$ cat config.mk
export PLATFORM = sky130hd
export DESIGN_NAME = jet_tag_frame_sequencer_flat
export DESIGN_NICKNAME = d
export VERILOG_FILES = /design/src/rtl/jet_tag_frame_sequencer_if.sv /design/src/rtl/jet_tag_frame_sequencer.sv /design/src/flat_wrapper.sv
export SDC_FILE = /design/constraint.sdc
export NUM_CORES = 1
export LEC_CHECK = 0
export ABC_AREA = 1
export CAP_MARGIN = 20
export CORE_MARGIN = 5
export CORE_UTILIZATION = 41
export CTS_CLUSTER_SIZE = 40
export DETAILED_ROUTE_END_ITERATION = 6
export GPL_TIMING_DRIVEN = 0
export PLACE_DENSITY = 0.7
export SYNTH_ARGS = -nofsm -noshare
export SYNTH_HDL_FRONTEND = slang
export SYNTH_SLANG_ARGS = --single-unit
$ cat constraint.sdc
create_clock -name clk -period 2.52 [get_ports clk]
set_clock_uncertainty 0.1 [all_clocks]
set_input_delay 0.252 -clock clk [delete_from_list [all_inputs] [get_ports clk]]
set_output_delay 0.252 -clock clk [all_outputs]
set_load 0.01 [all_outputs]
$ cat src/rtl/jet_tag_frame_sequencer_if.sv
// rtl/jet_tag_frame_sequencer_if.sv - feature-in / score-out stream bundle for the frame sequencer
//
// Purpose: groups the two valid/ready streams around the sequencer.
//   s_* : feature stream into the sequencer (s_last marks the final feature)
//   m_* : score stream out of the sequencer (m_last marks the final score)
// Modports:
//   master : the environment side (feature source and score sink)
//   slave  : the sequencer side
interface jet_tag_frame_sequencer_if #(
    parameter int WIDTH = 25
);
    logic             s_valid;
    logic             s_ready;
    logic [WIDTH-1:0] s_data;
    logic             s_last;
    logic             m_valid;
    logic             m_ready;
    logic [WIDTH-1:0] m_data;
    logic             m_last;

    modport master (
        output s_valid, s_data, s_last, m_ready,
        input  s_ready, m_valid, m_data, m_last
    );

    modport slave (
        input  s_valid, s_data, s_last, m_ready,
        output s_ready, m_valid, m_data, m_last
    );
endinterface

$ cat src/rtl/jet_tag_frame_sequencer.sv
// rtl/jet_tag_frame_sequencer.sv - frame assembler, core launcher and score streamer for the jet-tag core
//
// Purpose: collects INPUT_SIZE features into a frame buffer, pulses the core
// start, waits (bounded by TIMEOUT) for the core result, then streams the
// OUTPUT_SIZE scores out one per handshake.
// Ports:
//   clk, reset         : single rising-edge clock, synchronous active-high reset
//   bus (slave)        : s_valid/s_ready/s_data/s_last features in,
//                        m_valid/m_ready/m_data/m_last scores out
//   core_input_ready   : one-cycle start pulse to the core
//   core_input_data    : frame buffer presented to the core
//   core_output_ready  : core result valid (honoured only while waiting)
//   core_output_data   : core scores
//   busy               : frame in progress (including a partial frame)
//   latency            : cycles from start pulse to core result, last good frame
//   err_timeout        : sticky, core did not answer within TIMEOUT cycles
//   err_framing        : sticky, s_last seen at the wrong feature position
module jet_tag_frame_sequencer #(
    parameter int WIDTH       = 25,
    parameter int INPUT_SIZE  = 16,
    parameter int OUTPUT_SIZE = 5,
    parameter int TIMEOUT     = 1023
) (
    input  logic                                  clk,
    input  logic                                  reset,
    jet_tag_frame_sequencer_if.slave              bus,
    output logic                                  core_input_ready,
    output logic [INPUT_SIZE-1:0][WIDTH-1:0]      core_input_data,
    input  logic                                  core_output_ready,
    input  logic [OUTPUT_SIZE-1:0][WIDTH-1:0]     core_output_data,
    output logic                                  busy,
    output logic [15:0]                           latency,
    output logic                                  err_timeout,
    output logic                                  err_framing
);

    localparam int IDX_W  = (INPUT_SIZE  > 1) ? $clog2(INPUT_SIZE)  : 1;
    localparam int OIDX_W = (OUTPUT_SIZE > 1) ? $clog2(OUTPUT_SIZE) : 1;

    localparam logic [IDX_W-1:0]  IDX_LAST  = IDX_W'(INPUT_SIZE - 1);
    localparam logic [OIDX_W-1:0] OIDX_LAST = OIDX_W'(OUTPUT_SIZE - 1);
    localparam logic [15:0]       TIMEOUT_C = 16'(TIMEOUT);

    typedef enum logic [1:0] {
        LOAD,
        FIRE,
        WAIT,
        DRAIN
    } state_t;

    state_t                              state;
    state_t                              state_nxt;
    logic [IDX_W-1:0]                    idx;
    logic [OIDX_W-1:0]                   oidx;
    logic [15:0]                         cnt;
    logic [INPUT_SIZE-1:0][WIDTH-1:0]    ibuf;
    logic [OUTPUT_SIZE-1:0][WIDTH-1:0]   obuf;

    always_ff @(posedge clk) begin
        if (reset) begin
            state <= LOAD;
        end else begin
            state <= state_nxt;
        end
    end

    always_comb begin
        state_nxt = state;
        case (state)
            LOAD: begin
                if (bus.s_valid && (idx == IDX_LAST)) begin
                    state_nxt = FIRE;
                end
            end
            FIRE: begin
                state_nxt = WAIT;
            end
            WAIT: begin
                // A result arriving on the timeout cycle still wins.
                if (core_output_ready) begin
                    state_nxt = DRAIN;
                end else if (cnt == TIMEOUT_C) begin
                    state_nxt = LOAD;
                end
            end
            DRAIN: begin
                if (bus.m_ready && (oidx == OIDX_LAST)) begin
                    state_nxt = LOAD;
                end
            end
            default: begin
                state_nxt = LOAD;
            end
        endcase
    end

    assign bus.s_ready       = (state == LOAD);
    assign core_input_ready  = (state == FIRE);
    assign bus.m_valid       = (state == DRAIN);
    assign bus.m_data        = obuf[oidx];
    assign bus.m_last        = (state == DRAIN) && (oidx == OIDX_LAST);
    assign busy              = (state != LOAD) || (idx != '0);
    assign core_input_data   = ibuf;

    always_ff @(posedge clk) begin
        if (reset) begin
            idx         <= '0;
            oidx        <= '0;
            cnt         <= '0;
            ibuf        <= '0;
            obuf        <= '0;
            latency     <= '0;
            err_timeout <= 1'b0;
            err_framing <= 1'b0;
        end else begin
            case (state)
                LOAD: begin
                    if (bus.s_valid) begin
                        ibuf[idx] <= bus.s_data;
                        if (idx == IDX_LAST) begin
                            // Full frame: fire regardless, but flag a missing s_last.
                            idx <= '0;
                            if (!bus.s_last) begin
                                err_framing <= 1'b1;
                            end
                        end else if (bus.s_last) begin
                            // Early s_last: the partial frame is thrown away.
                            idx         <= '0;
                            err_framing <= 1'b1;
                        end else begin
                            idx <= idx + IDX_W'(1);
                        end
                    end
                end
                FIRE: begin
                    cnt <= 16'd1;
                end
                WAIT: begin
                    if (core_output_ready) begin
                        obuf    <= core_output_data;
                        latency <= cnt;
                        oidx    <= '0;
                    end else if (cnt == TIMEOUT_C) begin
                        err_timeout <= 1'b1;
                    end else begin
                        cnt <= cnt + 16'd1;
                    end
                end
                DRAIN: begin
                    if (bus.m_ready) begin
                        oidx <= (oidx == OIDX_LAST) ? '0 : oidx + OIDX_W'(1);
                    end
                end
                default: begin
                end
            endcase
        end
    end

endmodule

$ cat src/flat_wrapper.sv
// flat-port wrapper written by rule: the top's interface ports become plain ports
module jet_tag_frame_sequencer_flat 
#(
    parameter int WIDTH       = 25,
    parameter int INPUT_SIZE  = 16,
    parameter int OUTPUT_SIZE = 5,
    parameter int TIMEOUT     = 1023
)
  (clk, reset, core_input_ready, core_input_data, core_output_ready, core_output_data, busy, latency, err_timeout, err_framing, bus_s_valid, bus_s_data, bus_s_last, bus_m_ready, bus_s_ready, bus_m_valid, bus_m_data, bus_m_last);
  jet_tag_frame_sequencer_if #(.WIDTH(WIDTH)) bus_i ();
  input  logic clk;
  input  logic reset;
  output logic core_input_ready;
  output logic [INPUT_SIZE-1:0][WIDTH-1:0] core_input_data;
  input  logic core_output_ready;
  input  logic [OUTPUT_SIZE-1:0][WIDTH-1:0] core_output_data;
  output logic busy;
  output logic [15:0] latency;
  output logic err_timeout;
  output logic err_framing;
  input wire logic [$bits(bus_i.s_valid)-1:0] bus_s_valid;
  input wire logic [$bits(bus_i.s_data)-1:0] bus_s_data;
  input wire logic [$bits(bus_i.s_last)-1:0] bus_s_last;
  input wire logic [$bits(bus_i.m_ready)-1:0] bus_m_ready;
  output wire logic [$bits(bus_i.s_ready)-1:0] bus_s_ready;
  output wire logic [$bits(bus_i.m_valid)-1:0] bus_m_valid;
  output wire logic [$bits(bus_i.m_data)-1:0] bus_m_data;
  output wire logic [$bits(bus_i.m_last)-1:0] bus_m_last;
  assign bus_i.s_valid = bus_s_valid;
  assign bus_i.s_data = bus_s_data;
  assign bus_i.s_last = bus_s_last;
  assign bus_i.m_ready = bus_m_ready;
  assign bus_s_ready = bus_i.s_ready;
  assign bus_m_valid = bus_i.m_valid;
  assign bus_m_data = bus_i.m_data;
  assign bus_m_last = bus_i.m_last;
  jet_tag_frame_sequencer #(.WIDTH(WIDTH), .INPUT_SIZE(INPUT_SIZE), .OUTPUT_SIZE(OUTPUT_SIZE), .TIMEOUT(TIMEOUT)) u_core (.clk(clk), .reset(reset), .bus(bus_i), .core_input_ready(core_input_ready), .core_input_data(core_input_data), .core_output_ready(core_output_ready), .core_output_data(core_output_data), .busy(busy), .latency(latency), .err_timeout(err_timeout), .err_framing(err_framing));
endmodule
==> metrics.txt <==
IO buf count 602; Syn Nets 3048; Clock Path Buffers 3; CP Launch Type flop; Tightest Pin Transition 1.09 ns; sw frac 23.3%; Pre-antenna DRT Iters 5; htree depth 2; Crit path required time 2.17 ns; DRT iter0 DRCs 1938; Clock transition at path regs 0.07 ns; Core ar. 52300 sq um; die area 57400 sq um; Seq. cell area 11400 sq um; Logic pwr share 5.9%; Hold-fix buffers, CTS 0; Yosys warning count 0; RePlAce Congestion 0.918; Setup CP Type reg2out; Post-synth EDFFs 0; share of layout cells above drive strength 1 7.76%; ys flop type dfxtp_1; Placement Cell Area 28500 sq um; fmax 406 MHz; Max Slew Vio Count 0; post-DP HPWL 66900 um; largest area contributor in the netlist dfxtp_1; largest net degree at the start of global routing 16; fill cell count 4798; Clk Tree Root Cell clkbuf_16; # IOs 604; final hold slack 0.133 ns; Sequential Power Share 46.9%; Syn Area/Cell 7.49 sq um; Worst Setup End Kind output port; routed len/inst 21.2 um; Yosys top cell area share 52.6%; final instance area 30800 sq um; leakage power 12.4 nW; # DRC 0; Final nets 3713; outcome complete, no violations; final wirelength 90700 um; largest cells by area after synthesis dfxtp_1, nor2_1, o21ai_0; area of the multi-input gates 8930 sq um; Post-synth ARST share 0%; vias per inst 5.19; Crit path arrival time 2.11 ns; CTS sink count 568; endpoints failing setup 0; num rows 84; Overflow after GRT 0; pwr dens 632 nW/um^2; synthesized flop and latch total 568; Die Span Y 240 um; Distinct cells, synth 27; initial antenna violation count 2; mapped cell area 21600 sq um; global-route wire length before repair 131000 um; Max Cap Violations 0; register area share after synthesis 52.6%; Final ANT Viol Nets 0; final hold vios 0; CP max FO 10; vias in the first global route 20517; DIE WIDTH 240 um; GR Util All Layers 29.7%; Starting Density 41.3%; VDD IR max 0.514 mV; Sw Pwr 4.53 mW; Tmin final 2.46 ns; internal power 14.9 mW; TritonCTS clock tree done; RSZ-0062 raised after global routing yes; Via Count 22236; clock latency on the worst-skew pair 0.63 ns; Num CTS Buffers 59; clock share of power 47.2%; slew margin rel. 27.2%; Mapped Cells 2885; part of the cycle the worst path needs 97.8%; P&R area growth vs syn 42.5%; Hold WC Path Type in2reg
==> state kept, by name, indices dropped and copies added (netlist names) <==
name	flops
u_core.err_timeout	1
u_core.oidx	3
u_core.state	2
u_core.core_input_data	400
u_core.idx	4
u_core.err_framing	1
u_core.obuf	125
u_core.latency	16
u_core.cnt	16
==> through the flow <==
stage | util, % | instances | power, mW | TNS, ns | setup WS [ns]
global route | 58.8 | 4282 | 20.0 | -0.0155 | -0.00762
detailed placement | 54.4 | 4175 | 10.4 | -6.38 | -0.388
finish | 58.8 | 4283 | 19.5 | 0 | 0.0554
global placement | 54.4 | 4175 | 10.4 | -6.42 | -0.391
floorplan | - | 2885 | 9.70 | 0 | 0.658
CTS | 58.7 | 4282 | 19.5 | 0 | 0.00131
==> cells in the mapped netlist (2+ instances only) <==
cell,count
nor2_1,843
dfxtp_1,568
o21ai_0,475
a21oi_1,207
nand2_1,192
nand3_1,174
clkbuf_1,130
inv_1,98
buf_2,84
o21ai_1,35
inv_2,19
nor2_4,13
ha_1,7
nand2_2,6
nor3_1,5
nor2_2,4
buf_1,3
buf_6,3
nand2_4,3
nand4_1,3
nor3_4,3
o21bai_1,3
a211oi_1,2
clkinv_1,2
==> layout make-up <==
cell class,count,area share [%]
Sequential cell,568,37.0
Antenna cell,1,0.00813
Multi-Input combinational cell,1978,29.0
Buffer,220,3.56
Timing Repair Buffer,604,19.5
Tap cell,688,2.80
Clock buffer,87,5.66
Clock inverter,18,0.915
Inverter,119,1.52
==> worst paths after layout <==
check,startpoint,endpoint,slack (ns),depth (start not counted)
max reg2reg,u_core.state[0]$_SDFFE_PP0P_,u_core.obuf[19]$_SDFFE_PP0P_,0.35,7
min reg2reg,u_core.obuf[70]$_SDFFE_PP0P_,u_core.obuf[70]$_SDFFE_PP0P_,0.35,2
max,u_core.oidx[1]$_SDFFE_PP0P_,bus_m_data[5],0.06,8
min,core_output_data[112],u_core.obuf[112]$_SDFFE_PP0P_,0.13,3
==> routing by layer <==
metal,global-route usage (%),share of wire [%]
met3,9.10,10
met2,49.4,47
met4,10.3,3.7
met5,0,0.014
met1,36.8,39
==> worst max-delay path, cell delays in order, from the launching register on <==
cell	delay [ns]
dfxtp_2	0.35
buf_8	0.15
clkinv_8	0.08
buf_4	0.18
a21oi_1	0.14
o21ai_0	0.15
nand3_1	0.12
nand2_1	0.05
dlygate4sd2_1	0.28
==> kinds of logic after synthesis <==
| group | count (synthesis) | synth area share [%] |
|---|---|---|
| AO/OA/AOI/OAI | 724 | 16.9 |
| XOR/XNOR | 1 | 0.0406 |
| adder cells (fa/ha/maj) | 7 | 0.405 |
| buffers and inverters | 339 | 6.48 |
| flip-flops | 568 | 52.6 |
| AND/OR/NAND/NOR | 1246 | 23.6 |
==> power by group through the flow <==
stage	registers (mW)	clock network, mW	logic [mW]
2_1_floorplan	9.35	0	0.353
3_3_place_gp	9.31	0	1.13
3_5_place_dp	9.31	0	1.13
4_1_cts	9.12	9.29	1.15
5_1_grt	9.12	9.67	1.21
6_report	9.12	9.19	1.15
==> cells in the final DEF, fill, tap and decap left out, types with 56 or more instances in the layout <==
cell type / n
nor2_1: 840
a21oi_1: 195
o21ai_1: 56
o21ai_0: 450
clkbuf_16: 60
nand2_1: 192
clkdlybuf4s50_1: 576
nand3_1: 173
inv_1: 97
clkbuf_1: 124
buf_2: 84
dfxtp_1: 564
==> timing repair <==
action | CTS | global route
setup buffers | 2 | 0
pin swaps | 5 | 8
cloned | 0 | 0
resized for setup | 122 | 25
endpoints found under the setup margin | 27 | 20
Power figures use the tool's default switching activity.
